===== src/rtl/fetch_stage_pkg.sv =====
// Shared constants and types for the instruction-fetch stage and its buffer.
package fetch_stage_pkg;

  localparam logic [31:0] NOP_INSTR_DEF  = 32'h0000_0013;
  localparam logic [31:0] RESET_PC_DEF   = 32'h0000_0000;
  localparam int          FIFO_DEPTH_DEF = 2;

  typedef enum logic [1:0] {
    IDLE = 2'd0,
    WAIT = 2'd1,
    DROP = 2'd2
  } fetch_state_t;

  typedef struct packed {
    logic [31:0] pc;
    logic [31:0] instr;
  } fetch_entry_t;

  localparam int ENTRY_W = $bits(fetch_entry_t);

  function automatic logic [31:0] pc_plus4(input logic [31:0] pc);
    return pc + 32'd4;
  endfunction

endpackage


===== src/rtl/fetch_fifo.sv =====
// Small synchronous fetch buffer holding {pc, instr} pairs; flush empties it in one edge.
module fetch_fifo
  import fetch_stage_pkg::*;
#(
  parameter int FIFO_DEPTH = FIFO_DEPTH_DEF,
  localparam int CNT_W = $clog2(FIFO_DEPTH + 1)
) (
  input  logic             clk,
  input  logic             rst,
  input  logic             push,
  input  fetch_entry_t     push_data,
  input  logic             pop,
  input  logic             flush,
  output logic [CNT_W-1:0] count,
  output logic             empty,
  output fetch_entry_t     head
);

  localparam int PTR_W = (FIFO_DEPTH > 1) ? $clog2(FIFO_DEPTH) : 1;

  logic [ENTRY_W-1:0] mem [FIFO_DEPTH];
  logic [PTR_W-1:0]   rd_ptr;
  logic [PTR_W-1:0]   wr_ptr;
  logic               do_push;
  logic               do_pop;

  // A push into a full buffer is only legal when the head leaves in the same edge.
  assign do_pop  = pop && (count != '0);
  assign do_push = push && ((count != CNT_W'(FIFO_DEPTH)) || do_pop);
  assign empty   = (count == '0);
  assign head    = fetch_entry_t'(mem[rd_ptr]);

  always_ff @(posedge clk or posedge rst) begin
    if (rst) begin
      rd_ptr <= '0;
      wr_ptr <= '0;
      count  <= '0;
    end else if (flush) begin
      rd_ptr <= '0;
      wr_ptr <= '0;
      count  <= '0;
    end else begin
      if (do_push) begin
        wr_ptr <= wr_ptr + PTR_W'(1);
      end
      if (do_pop) begin
        rd_ptr <= rd_ptr + PTR_W'(1);
      end
      case ({do_push, do_pop})
        2'b10:   count <= count + CNT_W'(1);
        2'b01:   count <= count - CNT_W'(1);
        default: count <= count;
      endcase
    end
  end

  always_ff @(posedge clk) begin
    if (do_push && !flush) begin
      mem[wr_ptr] <= push_data;
    end
  end

endmodule


===== src/rtl/fetch_stage.sv =====
// Instruction-fetch stage: PC owner, single-outstanding imem port, fetch buffer, redirect handling.
// Optional macro FETCH_MISALIGN_CHK_EN adds misalign_o and refuses misaligned redirect targets.
module fetch_stage
  import fetch_stage_pkg::*;
#(
  parameter logic [31:0] RESET_PC   = RESET_PC_DEF,
  parameter logic [31:0] NOP_INSTR  = NOP_INSTR_DEF,
  parameter int          FIFO_DEPTH = FIFO_DEPTH_DEF
) (
  input  logic        clk,
  input  logic        rst,
  input  logic        stall_i,
  input  logic        redirect_i,
  input  logic [31:0] redirect_pc_i,
  output logic        imem_req_o,
  output logic [31:0] imem_addr_o,
  input  logic        imem_rvalid_i,
  input  logic [31:0] imem_rdata_i,
  output logic [31:0] pc_out,
  output logic [31:0] pc_nxt_out,
  output logic [31:0] instr_out,
  output logic        valid_out
`ifdef FETCH_MISALIGN_CHK_EN
  ,
  output logic        misalign_o
`endif
);

  localparam int CNT_W = $clog2(FIFO_DEPTH + 1);

  fetch_state_t     state;
  fetch_state_t     state_nxt;
  logic [31:0]      fetch_pc;
  logic [CNT_W-1:0] count;
  logic             empty;
  fetch_entry_t     head;
  fetch_entry_t     push_entry;
  logic             push;
  logic             pop;
  logic             req;
  logic             space;
  logic             target_ok;
  logic [31:0]      target_pc;
  logic             fetch_block;

`ifdef FETCH_MISALIGN_CHK_EN
  logic misalign_q;

  assign target_ok   = (redirect_pc_i[1:0] == 2'b00);
  assign target_pc   = redirect_pc_i;
  assign fetch_block = misalign_q;
  assign misalign_o  = misalign_q;

  // Sticky until a well-aligned redirect replaces the bad target.
  always_ff @(posedge clk or posedge rst) begin
    if (rst) begin
      misalign_q <= 1'b0;
    end else if (redirect_i) begin
      misalign_q <= !target_ok;
    end
  end
`else
  logic [1:0] unused_pc_lsb;

  assign unused_pc_lsb = redirect_pc_i[1:0];
  assign target_ok     = 1'b1;
  assign target_pc     = {redirect_pc_i[31:2], 2'b00};
  assign fetch_block   = 1'b0;
`endif

  // Only one word is ever in flight, and requests leave only from IDLE, so this covers it.
  assign space = (count < CNT_W'(FIFO_DEPTH));

  always_ff @(posedge clk or posedge rst) begin
    if (rst) begin
      state <= IDLE;
    end else begin
      state <= state_nxt;
    end
  end

  always_comb begin
    state_nxt = state;
    req       = 1'b0;
    push      = 1'b0;
    case (state)
      IDLE: begin
        if (!rst && !redirect_i && space && !fetch_block) begin
          req       = 1'b1;
          state_nxt = WAIT;
        end
      end
      WAIT: begin
        if (imem_rvalid_i) begin
          push      = !redirect_i;
          state_nxt = IDLE;
        end else if (redirect_i) begin
          state_nxt = DROP;
        end
      end
      DROP: begin
        if (imem_rvalid_i) begin
          state_nxt = IDLE;
        end
      end
      default: state_nxt = IDLE;
    endcase
  end

  always_ff @(posedge clk or posedge rst) begin
    if (rst) begin
      fetch_pc <= RESET_PC;
    end else if (redirect_i) begin
      if (target_ok) begin
        fetch_pc <= target_pc;
      end
    end else if (push) begin
      fetch_pc <= pc_plus4(fetch_pc);
    end
  end

  assign imem_req_o  = req;
  assign imem_addr_o = fetch_pc;

  assign push_entry.pc    = fetch_pc;
  assign push_entry.instr = imem_rdata_i;
  assign pop              = !empty && !stall_i && !redirect_i;

  fetch_fifo #(
    .FIFO_DEPTH(FIFO_DEPTH)
  ) u_fifo (
    .clk      (clk),
    .rst      (rst),
    .push     (push),
    .push_data(push_entry),
    .pop      (pop),
    .flush    (redirect_i),
    .count    (count),
    .empty    (empty),
    .head     (head)
  );

  // The buffer head is shown directly; a redirect cycle is forced to a bubble.
  always_comb begin
    pc_out     = 32'h0;
    pc_nxt_out = 32'h0;
    instr_out  = NOP_INSTR;
    valid_out  = 1'b0;
    if (!empty && !redirect_i) begin
      pc_out     = head.pc;
      pc_nxt_out = pc_plus4(head.pc);
      instr_out  = head.instr;
      valid_out  = 1'b1;
    end
  end

endmodule


===== config.mk =====
export PLATFORM = sky130hd
export DESIGN_NAME = fetch_stage
export DESIGN_NICKNAME = d
export VERILOG_FILES = /design/src/rtl/fetch_stage_pkg.sv /design/src/rtl/fetch_fifo.sv /design/src/rtl/fetch_stage.sv
export SDC_FILE = /design/constraint.sdc
export NUM_CORES = 1
export LEC_CHECK = 0
export ABC_AREA = 1
export CAP_MARGIN = 15
export CORE_ASPECT_RATIO = 1.25
export CORE_MARGIN = 1
export CORE_UTILIZATION = 40
export CTS_CLUSTER_DIAMETER = 200
export DETAILED_ROUTE_END_ITERATION = 10
export GPL_ROUTABILITY_DRIVEN = 0
export PLACE_DENSITY = 0.77
export SYNTH_ARGS = -nofsm -noshare
export SYNTH_HDL_FRONTEND = slang
export SYNTH_SLANG_ARGS = --single-unit

===== constraint.sdc =====
create_clock -name clk -period 5.87 [get_ports clk]
set_input_delay 1.761 -clock clk [delete_from_list [all_inputs] [get_ports clk]]
set_output_delay 1.761 -clock clk [all_outputs]
set_load 0.03 [all_outputs]

==> reports/results.ini, run 1 <==
[final_layout]
diodes=0
layout-drive-gt1-share_pct=12.3
area_delta_synth_final_pct=39.5
final_net_count=1303
n_fill_cell=1750
final_area_mm2=0.0117
layout.cells.non_filler=1515

[yosys]
synthCells=1045
yosysTopAreaCellShare_pct=44.5
yosys-top-cells-area=edfxtp_1, nand2_1, dfrtp_1
post_synthesis_cell_type_with_the_largest_combined_area=edfxtp_1
synth.cell_area_mm2=0.00836
ys.warnings.count=0
yosysUniqueCellTypes=36
synth-seq-cells=160
ys_seq_area_share_pct=55.3
synth.avg_cell_area_um2=8.00

[clocking]
clk_pin_slew_worst_paths_ps=60
htree_num_levels=4
worst_skew_pair.late_latency_ps=420
clock_path_buffers=2
clock_tree.root_cell=clkbuf_16
postCtsSetupBuffers=0
tritoncts=yes
total_clock_buffers_created_by_cts=17
cts.sinks=160
cts_repair_resize_count=0
postCtsHoldBufs=0

[timing]
timing.final.max_slew_violations=0
fin_worst_skew_ps=5.32
rsz0062_at_grt=no
setup-violations-final=0
timing.fmax_mhz=183
layout_min_cycle_time_ps=5460
final_min_period_over_clock_period_pct=93.0
finalSetupTns_ps=0
smallest_hold_slack_ps=561
hold_violations=0
setup_slack_ps=412
worstMarginPinSlew_ps=785
max_slew_margin_pct=47.1

[detailed_routing]
drt_initial_violations=530
routed_wl_um=23600
dr.pass1.iters=5
drt-wirelength-per-cell_um=15.6
drc_errors=0
via_per_inst=5.08
antenna_violating_nets_post_route=0
via_count=7698

[floorplanning]
fp-row-count=58
full_die_area_mm2=0.0215
fp.dieW_um=131
start_util_pct=41.1
placeableCoreArea_mm2=0.0203
die_height_um=164
io_pins=199

[status]
run_status=finished, final reports clean

[global_route]
globalRoute.totalOverflow=0
number_of_global_route_vias_before_repair=7194
grt_first_pass_wirelength_um=37200
pin_count_of_the_biggest_net_entering_global_routing=63
grt_antenna_before_repair=0
grt_usage_pct=22.5

[place]
dpl.cell_count=1483
portBuffers=190
place_ws_ps=401
dpl_cell_area_mm2=0.0111
place.detailed.hpwl_um=17000

[critical_path]
crit_type=in2out
worst_path_max_delay_cell=clkdlybuf4s50_1
crit_buf_inv=4
timing.critical_path.cells=clkdlybuf4s50_1 -> inv_1 -> o21ai_4 -> inv_2 -> nand3_1 -> clkdlybuf4s50_1
critical_path.most_common_cell=clkdlybuf4s50_1
cp-start-kind=primary input
worstPathArrival_ps=3700
cp_slowest_stage_delay_ps=680
crit_fanout=17
critical_path_required_ps=4110
end_kind=output port
path_delay_family=buffers and inverters

[worst_hold_path]
timing.hold.worst.class=reg2reg

[power_and_ir_drop]
max-vdd-ir-drop_uv=229
leakagePower_nw=4.99
powerDensity_mw_per_mm2=317

[flow_run]
max_cap_violations=0

[worst reg2reg max path: stages, from the launching register on]
cell and delay (ps):
dfrtp_1 410, nor2_2 230, nand3_1 320, inv_2 370
o21ai_0 370, nor2_4 210, buf_12 330
[kinds of logic after synthesis]
kind of cell / Yosys count / synth area share [%]
and+or+nand+nor: 657 / 31.5
DFF: 160 / 55.3
buffers and inverters: 147 / 7.27
AOI/OAI and AO/OA: 68 / 4.49
xor gates and xnor gates: 10 / 1.05
adders and majority gates: 2 / 0.299
other: 1 / 0.0449
[layer usage]
metal	vias up	GRT usage (%)	part of all wire, %
met1	3503	27.4	40
met3	75	2.92	7.0
met5	-	0	0
li1	3709	-	-
met2	411	39.0	49
met4	0	11.9	4.0
[cells in the mapped netlist (all sizes together)]
library cell / count
a21oi: 30
a22oi: 2
a31o: 1
a31oi: 1
buf: 27
clkbuf: 10
clkinv: 1
conb: 1
dfrtp: 36
edfxtp: 124
ha: 2
inv: 109
nand2: 429
nand3: 61
nand3b: 2
nand4: 8
nor2: 140
nor3: 16
nor4: 1
o211ai: 2
o21ai: 24
o21bai: 2
o221ai: 2
o22ai: 3
o311ai: 1
xnor2: 2
xor2: 8
[layout by cell type (no fill, tap or decap), types with 30 or more instances in the layout]
master / n
a21oi_1: 30
buf_12: 63
buf_4: 37
clkdlybuf4s50_1: 100
dfrtp_1: 35
edfxtp_1: 124
inv_1: 106
nand2_1: 426
nand3_1: 60
nor2_1: 128
[final timing paths]
| check | end | start | depth (start not counted) | slack [ps] |
|---|---|---|---|---|
| worst max-delay path | instr_out[0] | redirect_i | 6 | 410 |
| worst min-delay path | state[1]$_DFFE_PP0P_ | state[0]$_DFFE_PP0P_ | 3 | 560 |
| worst max register to register | u_fifo.mem[1][8]$_DFFE_PP_ | state[1]$_DFFE_PP0P_ | 6 | 3240 |
| worst min register to register | state[1]$_DFFE_PP0P_ | state[0]$_DFFE_PP0P_ | 3 | 560 |
| max in group asynchronous | u_fifo.rd_ptr$_DFFE_PP0P_ | rst | 3 | 3720 |
| min in group asynchronous | imem_addr_o[14]$_DFFE_PP0N_ | rst | 3 | 1790 |
[power by group]
group          total, mW  internal (mW)  switching [mW]
Clock               1.07          0.604           0.467
Sequential          1.37           1.29          0.0781
Combinational       1.26          0.496           0.761
Total               3.70           2.39            1.31
[registers in the layout (all words and copies together) (netlist names)]
name           flops
state              2
u_fifo.rd_ptr      1
u_fifo.count       2
imem_addr_o       30
u_fifo.mem       124
u_fifo.wr_ptr      1
[metrics by stage]
step	power, mW	utilization, %
finish	3.70	57.4
CTS	3.72	57.4
global route	3.85	57.4
global placement	2.63	54.6
floorplan	2.06	-
detailed placement	2.65	54.6
[layout make-up]
type	count	area, µm²	area share (%)
sequential	160	4630	39.7
inverter	110	413	3.54
tap	270	338	2.90
multi-input combinational	743	3170	27.2
clock inverter	13	129	1.11
timing repair buffer	200	2540	21.8
clock buffer	19	443	3.80
No activity file was read; power rests on OpenSTA's default activity.
==> run 2: changes to the inputs <==
--- a/config.mk
+++ b/config.mk
@@ -13,7 +13,9 @@
 export CTS_CLUSTER_DIAMETER = 200
 export DETAILED_ROUTE_END_ITERATION = 10
 export GPL_ROUTABILITY_DRIVEN = 0
+export MAX_ROUTING_LAYER = met4
 export PLACE_DENSITY = 0.77
+export SETUP_SLACK_MARGIN = 0.05
 export SYNTH_ARGS = -nofsm -noshare
 export SYNTH_HDL_FRONTEND = slang
 export SYNTH_SLANG_ARGS = --single-unit
==> run 2 against run 1 <==
Compared with the run above: sequential power about the same; clock skew hardly changed; sequential cell count stayed put; largest cell class unchanged; fmax is 0.11% lower; die area is the same; final area did not move; critical endpoint unchanged; critical path depth unchanged; power about the same.
==> reports/results.ini, run 2 (same netlist as run 1, synthesis figures left out) <==
[final_layout]
diodes=0  ; unchanged
n_fill_cell=1750  ; unchanged
final_net_count=1303  ; unchanged
final-seq-area_mm2=0.00463  ; unchanged
area_delta_synth_final_pct=39.5  ; unchanged
commonest_non_fill_non_tap_cell_in_the_layout=nand2_1
layout-drive-gt1-share_pct=12.3  ; unchanged
multi_input_comb_area_mm2=0.00317  ; unchanged
largest_register_ffs=124  ; unchanged
layout.cells.most_common_list=nand2_1, nor2_1, edfxtp_1
top_register=u_fifo.mem

[clocking]
clk_pin_slew_worst_paths_ps=60  ; about the same
postCtsSetupBuffers=0  ; unchanged
htree_num_levels=4  ; unchanged
worst_skew_pair.late_latency_ps=420  ; about the same
postCtsHoldBufs=0  ; unchanged
clock_path_buffers=2  ; unchanged
clock_tree.root_cell=clkbuf_16
cts.sinks=160  ; unchanged
tritoncts=yes
total_clock_buffers_created_by_cts=17  ; unchanged
cts_repair_resize_count=0  ; unchanged

[global_route]
pin_count_of_the_biggest_net_entering_global_routing=63  ; unchanged
grt_usage_pct=23.2  ; +0.73 points
grt_antenna_before_repair=0  ; unchanged
number_of_global_route_vias_before_repair=7183  ; -0.15%
globalRoute.totalOverflow=0  ; unchanged
grt_first_pass_wirelength_um=37300  ; +0.41%

[timing]
rsz0062_at_grt=no
fin_worst_skew_ps=5.14  ; -0.181 ps
worstMarginPinSlew_ps=784  ; -1.25 ps
final_min_period_over_clock_period_pct=93.1  ; +0.099 points
timing.fmax_mhz=183  ; -0.11%
timing.final.max_slew_violations=0  ; unchanged
hold_violations=0  ; unchanged
setup-violations-final=0  ; unchanged
setup_slack_ps=406  ; -5.78 ps
max_slew_margin_pct=47.2  ; +0.084 points
layout_min_cycle_time_ps=5460  ; +5.78 ps
finalSetupTns_ps=0  ; unchanged

[power_and_ir_drop]
leakagePower_nw=4.99  ; unchanged
max-vdd-ir-drop_uv=230  ; +0.29%
powerDensity_mw_per_mm2=317  ; about the same

[critical_path]
ff2ff_path_depth=6  ; unchanged
crit_type=in2out
worst_r2r_startpoint=state[1]$_DFFE_PP0P_
cp-start-kind=primary input
critical_path_required_ps=4110  ; about the same
worstPathArrival_ps=3700  ; about the same
end_kind=output port
crit_fanout=17  ; unchanged
timing.rr.end=u_fifo.mem[1][27]$_DFFE_PP_
worst-r2r-setup-slack_ps=3230  ; about the same

[place]
place.detailed.hpwl_um=17000  ; unchanged
place_ws_ps=401  ; unchanged
portBuffers=190  ; unchanged

[worst_hold_path]
holdPathEnd=u_fifo.mem[1][43]$_DFFE_PP_
number_of_stages_on_the_worst_hold_path=0  ; -3
timing.hold.worst.class=reg2reg
holdCritStartpoint=imem_addr_o[11]$_DFFE_PP0N_

[floorplanning]
fp-row-count=58  ; unchanged
full_die_area_mm2=0.0215  ; unchanged
io_pins=199  ; unchanged
fp.dieW_um=131  ; unchanged
start_util_pct=41.1  ; unchanged
placeableCoreArea_mm2=0.0203  ; unchanged
die_height_um=164  ; unchanged

[detailed_routing]
antenna_violating_nets_post_route=0  ; unchanged
via_count=7691  ; -0.091%
drt_initial_violations=621  ; +17%
drt-wirelength-per-cell_um=15.6  ; +0.15%
dr.pass1.iters=5  ; unchanged
via_per_inst=5.08  ; about the same
routed_wl_um=23600  ; +0.15%
drc_errors=0  ; unchanged

[flow_run]
max_cap_violations=0  ; unchanged

[status]
run_status=finished, final reports clean

-- run 2: cell counts in the layout (fill, tap and decap cells not counted) --
No cell type changed its count.
-- run 2: routing by layer --
layer  wire length [µm]  track usage, %
met5                  0               -
met4                898            11.5
met3               1730            2.92
met2              11700            39.0
met1               9340            27.7
-- run 2: stage by stage --
stage	hold slack [ps]	util (%)	total power, mW	cells	area (µm²)
CTS	567	57.4	3.72	1515	11700
finish	572	57.4	3.69	1515	11700
global placement	519	54.6	2.63	1483	11100
detailed placement	550	54.6	2.65	1483	11100
global route	593	57.4	3.85	1515	11700
floorplan	484	-	2.06	1050	8380
-- run 2: final cells by class --
type / instances / area share, %
clock buffers: 19 / 3.80
clock inverters: 13 / 1.11
inverters: 110 / 3.54
multi-input cells: 743 / 27.2
flip-flops and latches: 160 / 39.7
well taps: 270 / 2.90
repair buffers: 200 / 21.8
-- run 2: worst max path at each step --
stage,start,endpoint,slack (ps),depth (start not counted)
floorplan,redirect_i,u_fifo.mem[0][0]$_DFFE_PP_,120,7
global placement,redirect_i,instr_out[0],420,6
detailed placement,redirect_i,instr_out[0],400,6
CTS,redirect_i,instr_out[0],400,6
global route,redirect_i,instr_out[0],320,6
finish,redirect_i,instr_out[0],410,6
-- run 2: worst max-delay path: stages --
cell	delay [ps]
clkdlybuf4s50_1	480
inv_1	80
o21ai_4	200
inv_2	300
nand3_1	180
clkdlybuf4s50_1	680
-- run 2: report_power, final --
part | internal (mW) | leakage, nW | switching, mW | total [mW]
Combinational | 0.496 | 3.17 | 0.762 | 1.26
Clock | 0.603 | 0.269 | 0.464 | 1.07
Sequential | 1.29 | 1.56 | 0.0780 | 1.37
Total | 2.39 | 4.99 | 1.30 | 3.69
==> run 3: changes to the inputs <==
--- a/config.mk
+++ b/config.mk
@@ -5,7 +5,7 @@
 export SDC_FILE = /design/constraint.sdc
 export NUM_CORES = 1
 export LEC_CHECK = 0
-export ABC_AREA = 1
+export ABC_AREA = 0
 export CAP_MARGIN = 15
 export CORE_ASPECT_RATIO = 1.25
 export CORE_MARGIN = 1
@@ -14,7 +14,7 @@
 export DETAILED_ROUTE_END_ITERATION = 10
 export GPL_ROUTABILITY_DRIVEN = 0
 export MAX_ROUTING_LAYER = met4
-export PLACE_DENSITY = 0.77
+export PLACE_DENSITY = 0.78
 export SETUP_SLACK_MARGIN = 0.05
 export SYNTH_ARGS = -nofsm -noshare
 export SYNTH_HDL_FRONTEND = slang
==> run 3 against run 2 <==
Compared with the run above: combinational power fell by 74%; clock power barely moved; critical endpoint is now pc_nxt_out[27]; clock-buffer cell count fell by 2.
==> reports/results.ini, run 3 <==
[status]
run_status=finished, final reports clean

[clocking]
total_clock_buffers_created_by_cts=17  ; unchanged
clock_path_buffers=2  ; unchanged
postCtsHoldBufs=0  ; unchanged
tritoncts=yes
clock_tree.root_cell=clkbuf_16
cts.sinks=160  ; unchanged
postCtsSetupBuffers=0  ; unchanged
worst_skew_pair.late_latency_ps=420  ; about the same
htree_num_levels=4  ; unchanged
clk_pin_slew_worst_paths_ps=70  ; about the same
cts_repair_resize_count=0  ; unchanged

[critical_path]
path_delay_family=buffers and inverters
timing.critical_path.cells=buf_4 -> mux2i_1 -> a211oi_4 -> nand3_2 -> o31a_1 -> nor3_1 -> clkdlybuf4s50_1
crit_buf_inv=2  ; -2
critical_path_required_ps=4110  ; about the same
crit_fanout=38  ; +21
worst_path_max_delay_cell=clkdlybuf4s50_1
crit_type=reg2out
cp_slowest_stage_delay_ps=720  ; +40 ps
cp-start-kind=register
end_kind=output port
worstPathArrival_ps=3790  ; +90 ps

[timing]
final_min_period_over_clock_period_pct=94.5  ; +1.4 points
hold_violations=0  ; unchanged
finalSetupTns_ps=0  ; unchanged
worstMarginPinSlew_ps=971  ; +187 ps
layout_min_cycle_time_ps=5550  ; +83.0 ps
timing.final.max_slew_violations=0  ; unchanged
rsz0062_at_grt=no
fin_worst_skew_ps=10.7  ; +5.58 ps
max_slew_margin_pct=34.7  ; -12 points
setup-violations-final=0  ; unchanged
timing.fmax_mhz=180  ; -1.5%

[yosys]
synthMostInstantiatedCell=edfxtp_1
yosysUniqueCellTypes=57  ; +58%
ys_seq_area_share_pct=60.0  ; +4.6 points
yosysTopAreaCellShare_pct=48.3  ; +3.7 points
post_synthesis_cell_type_with_the_largest_combined_area=edfxtp_1
yosys-top-cells-area=edfxtp_1, dfrtp_1, mux2i_1
synthCells=642  ; -39%
synth.cell_area_mm2=0.00771  ; -7.8%
async_reset_ff_share_pct=22.5  ; unchanged
commonest_register_cell_after_synthesis=edfxtp_1
synth.avg_cell_area_um2=12.0  ; +50%
synth-seq-cells=160  ; unchanged
ys.warnings.count=0  ; unchanged
most_used_standard_cells_in_the_synthesized_netlist=edfxtp_1, nor2_1, nand2_1, mux2i_1, o21ai_0
synth_edf_count=124  ; unchanged

[detailed_routing]
via_per_inst=5.11  ; +0.73%
antenna_violating_nets_post_route=0  ; unchanged
drt-wirelength-per-cell_um=17.4  ; +12%
dr.pass1.iters=5  ; unchanged
routed_wl_um=18700  ; -21%
drc_errors=0  ; unchanged
drt_initial_violations=287  ; -54%
via_count=5487  ; -29%

[final_layout]
multi_input_comb_area_mm2=0.00290  ; -8.5%
area_delta_synth_final_pct=33.4
final_net_count=899  ; -31%
final_area_mm2=0.0103  ; -12%
top_register=u_fifo.mem
diodes=0  ; unchanged
layout-drive-gt1-share_pct=13.7  ; +1.4 points
n_fill_cell=1619  ; -7.5%
commonest_non_fill_non_tap_cell_in_the_layout=clkdlybuf4s50_1
layout.cells.most_common_list=clkdlybuf4s50_1, edfxtp_1, nor2_1
largest_register_ffs=124  ; unchanged
final-seq-area_mm2=0.00463  ; about the same

[floorplanning]
fp-row-count=56  ; -3.4%
die_height_um=157  ; -3.9%
full_die_area_mm2=0.0198  ; -7.6%
fp.dieW_um=126  ; -3.9%
start_util_pct=40.9  ; -0.23 points
placeableCoreArea_mm2=0.0188  ; -7.2%
io_pins=199  ; unchanged

[flow_run]
max_cap_violations=0  ; unchanged

[worst_hold_path]
timing.hold.worst.class=reg2reg

[power_and_ir_drop]
leakagePower_nw=3.55  ; -29%
powerDensity_mw_per_mm2=266  ; -16%
max-vdd-ir-drop_uv=186  ; -19%
power.total_mw=2.73  ; -26%

[place]
dpl_cell_area_mm2=0.00971  ; -12%
place.detailed.hpwl_um=13100  ; -23%
portBuffers=190  ; unchanged

[global_route]
number_of_global_route_vias_before_repair=5490  ; -24%
pin_count_of_the_biggest_net_entering_global_routing=69  ; +9.5%
globalRoute.totalOverflow=0  ; unchanged
grt_first_pass_wirelength_um=28800  ; -23%
grt_usage_pct=19.7  ; -3.5 points
grt_antenna_before_repair=0  ; unchanged

run 3: kinds of logic (layout without fill, tap and decap cells):
group | after synthesis | after routing | synth area share [%]
buf+inv | 43 | 237 | 2.94
fa+ha+maj | 2 | 2 | 0.324
xor+xnor | 44 | 44 | 5.00
other cells | 1 | 6 | 0.0486
mux | 66 | 66 | 8.76
compound gates | 75 | 75 | 6.13
flops | 160 | 160 | 60.0
simple gates | 251 | 251 | 16.8
run 3: where the power goes:
| group | switching [mW] | total [mW] | internal, mW | leakage, nW |
|---|---|---|---|---|
| clock | 0.460 | 1.09 | 0.631 | 0.275 |
| combinational | 0.183 | 0.328 | 0.144 | 1.71 |
| sequential | 0.0500 | 1.31 | 1.26 | 1.57 |
run 3: worst paths after layout:
path | from | endpoint | slack [ps] | cells past startpoint
worst max-delay path | u_fifo.rd_ptr$_DFFE_PP0P_ | pc_nxt_out[27] | 320 | 7
worst min-delay path | imem_addr_o[31]$_DFFE_PP0N_ | u_fifo.mem[1][63]$_DFFE_PP_ | 530 | 0
worst max register to register | state[1]$_DFFE_PP0P_ | u_fifo.mem[1][55]$_DFFE_PP_ | 3440 | 4
worst min register to register | imem_addr_o[31]$_DFFE_PP0N_ | u_fifo.mem[1][63]$_DFFE_PP_ | 530 | 0
max in group asynchronous | rst | u_fifo.rd_ptr$_DFFE_PP0P_ | 3730 | 3
min in group asynchronous | rst | imem_addr_o[5]$_DFFE_PP0N_ | 1770 | 3
run 3: routing by layer:
metal | track usage [%] | up-vias | part of all wire [%]
met5 | - | - | 0
met4 | 7.29 | 0 | 1.6
met3 | 4.38 | 19 | 4.4
met2 | 33.5 | 159 | 51
met1 | 22.9 | 2594 | 43
li1 | - | 2715 | -
run 3: through the flow:
| stage | cells | util, % | setup WS, ps | hold WS, ps |
|---|---|---|---|---|
| CTS | 1073 | 54.6 | 287 | 534 |
| finish | 1073 | 54.6 | 323 | 534 |
| floorplan | 647 | - | 707 | 497 |
| detailed placement | 1041 | 51.5 | 486 | 515 |
| global route | 1073 | 54.6 | 103 | 554 |
| global placement | 1041 | 51.5 | 499 | 503 |
run 3: layout make-up:
cell class	count	area share, %
repair buffers	201	18.2
inverters	4	0.146
well taps	232	2.82
clock inverters	15	1.52
flip-flops and latches	160	45.0
multi-input cells	444	28.2
clock buffers	17	4.13
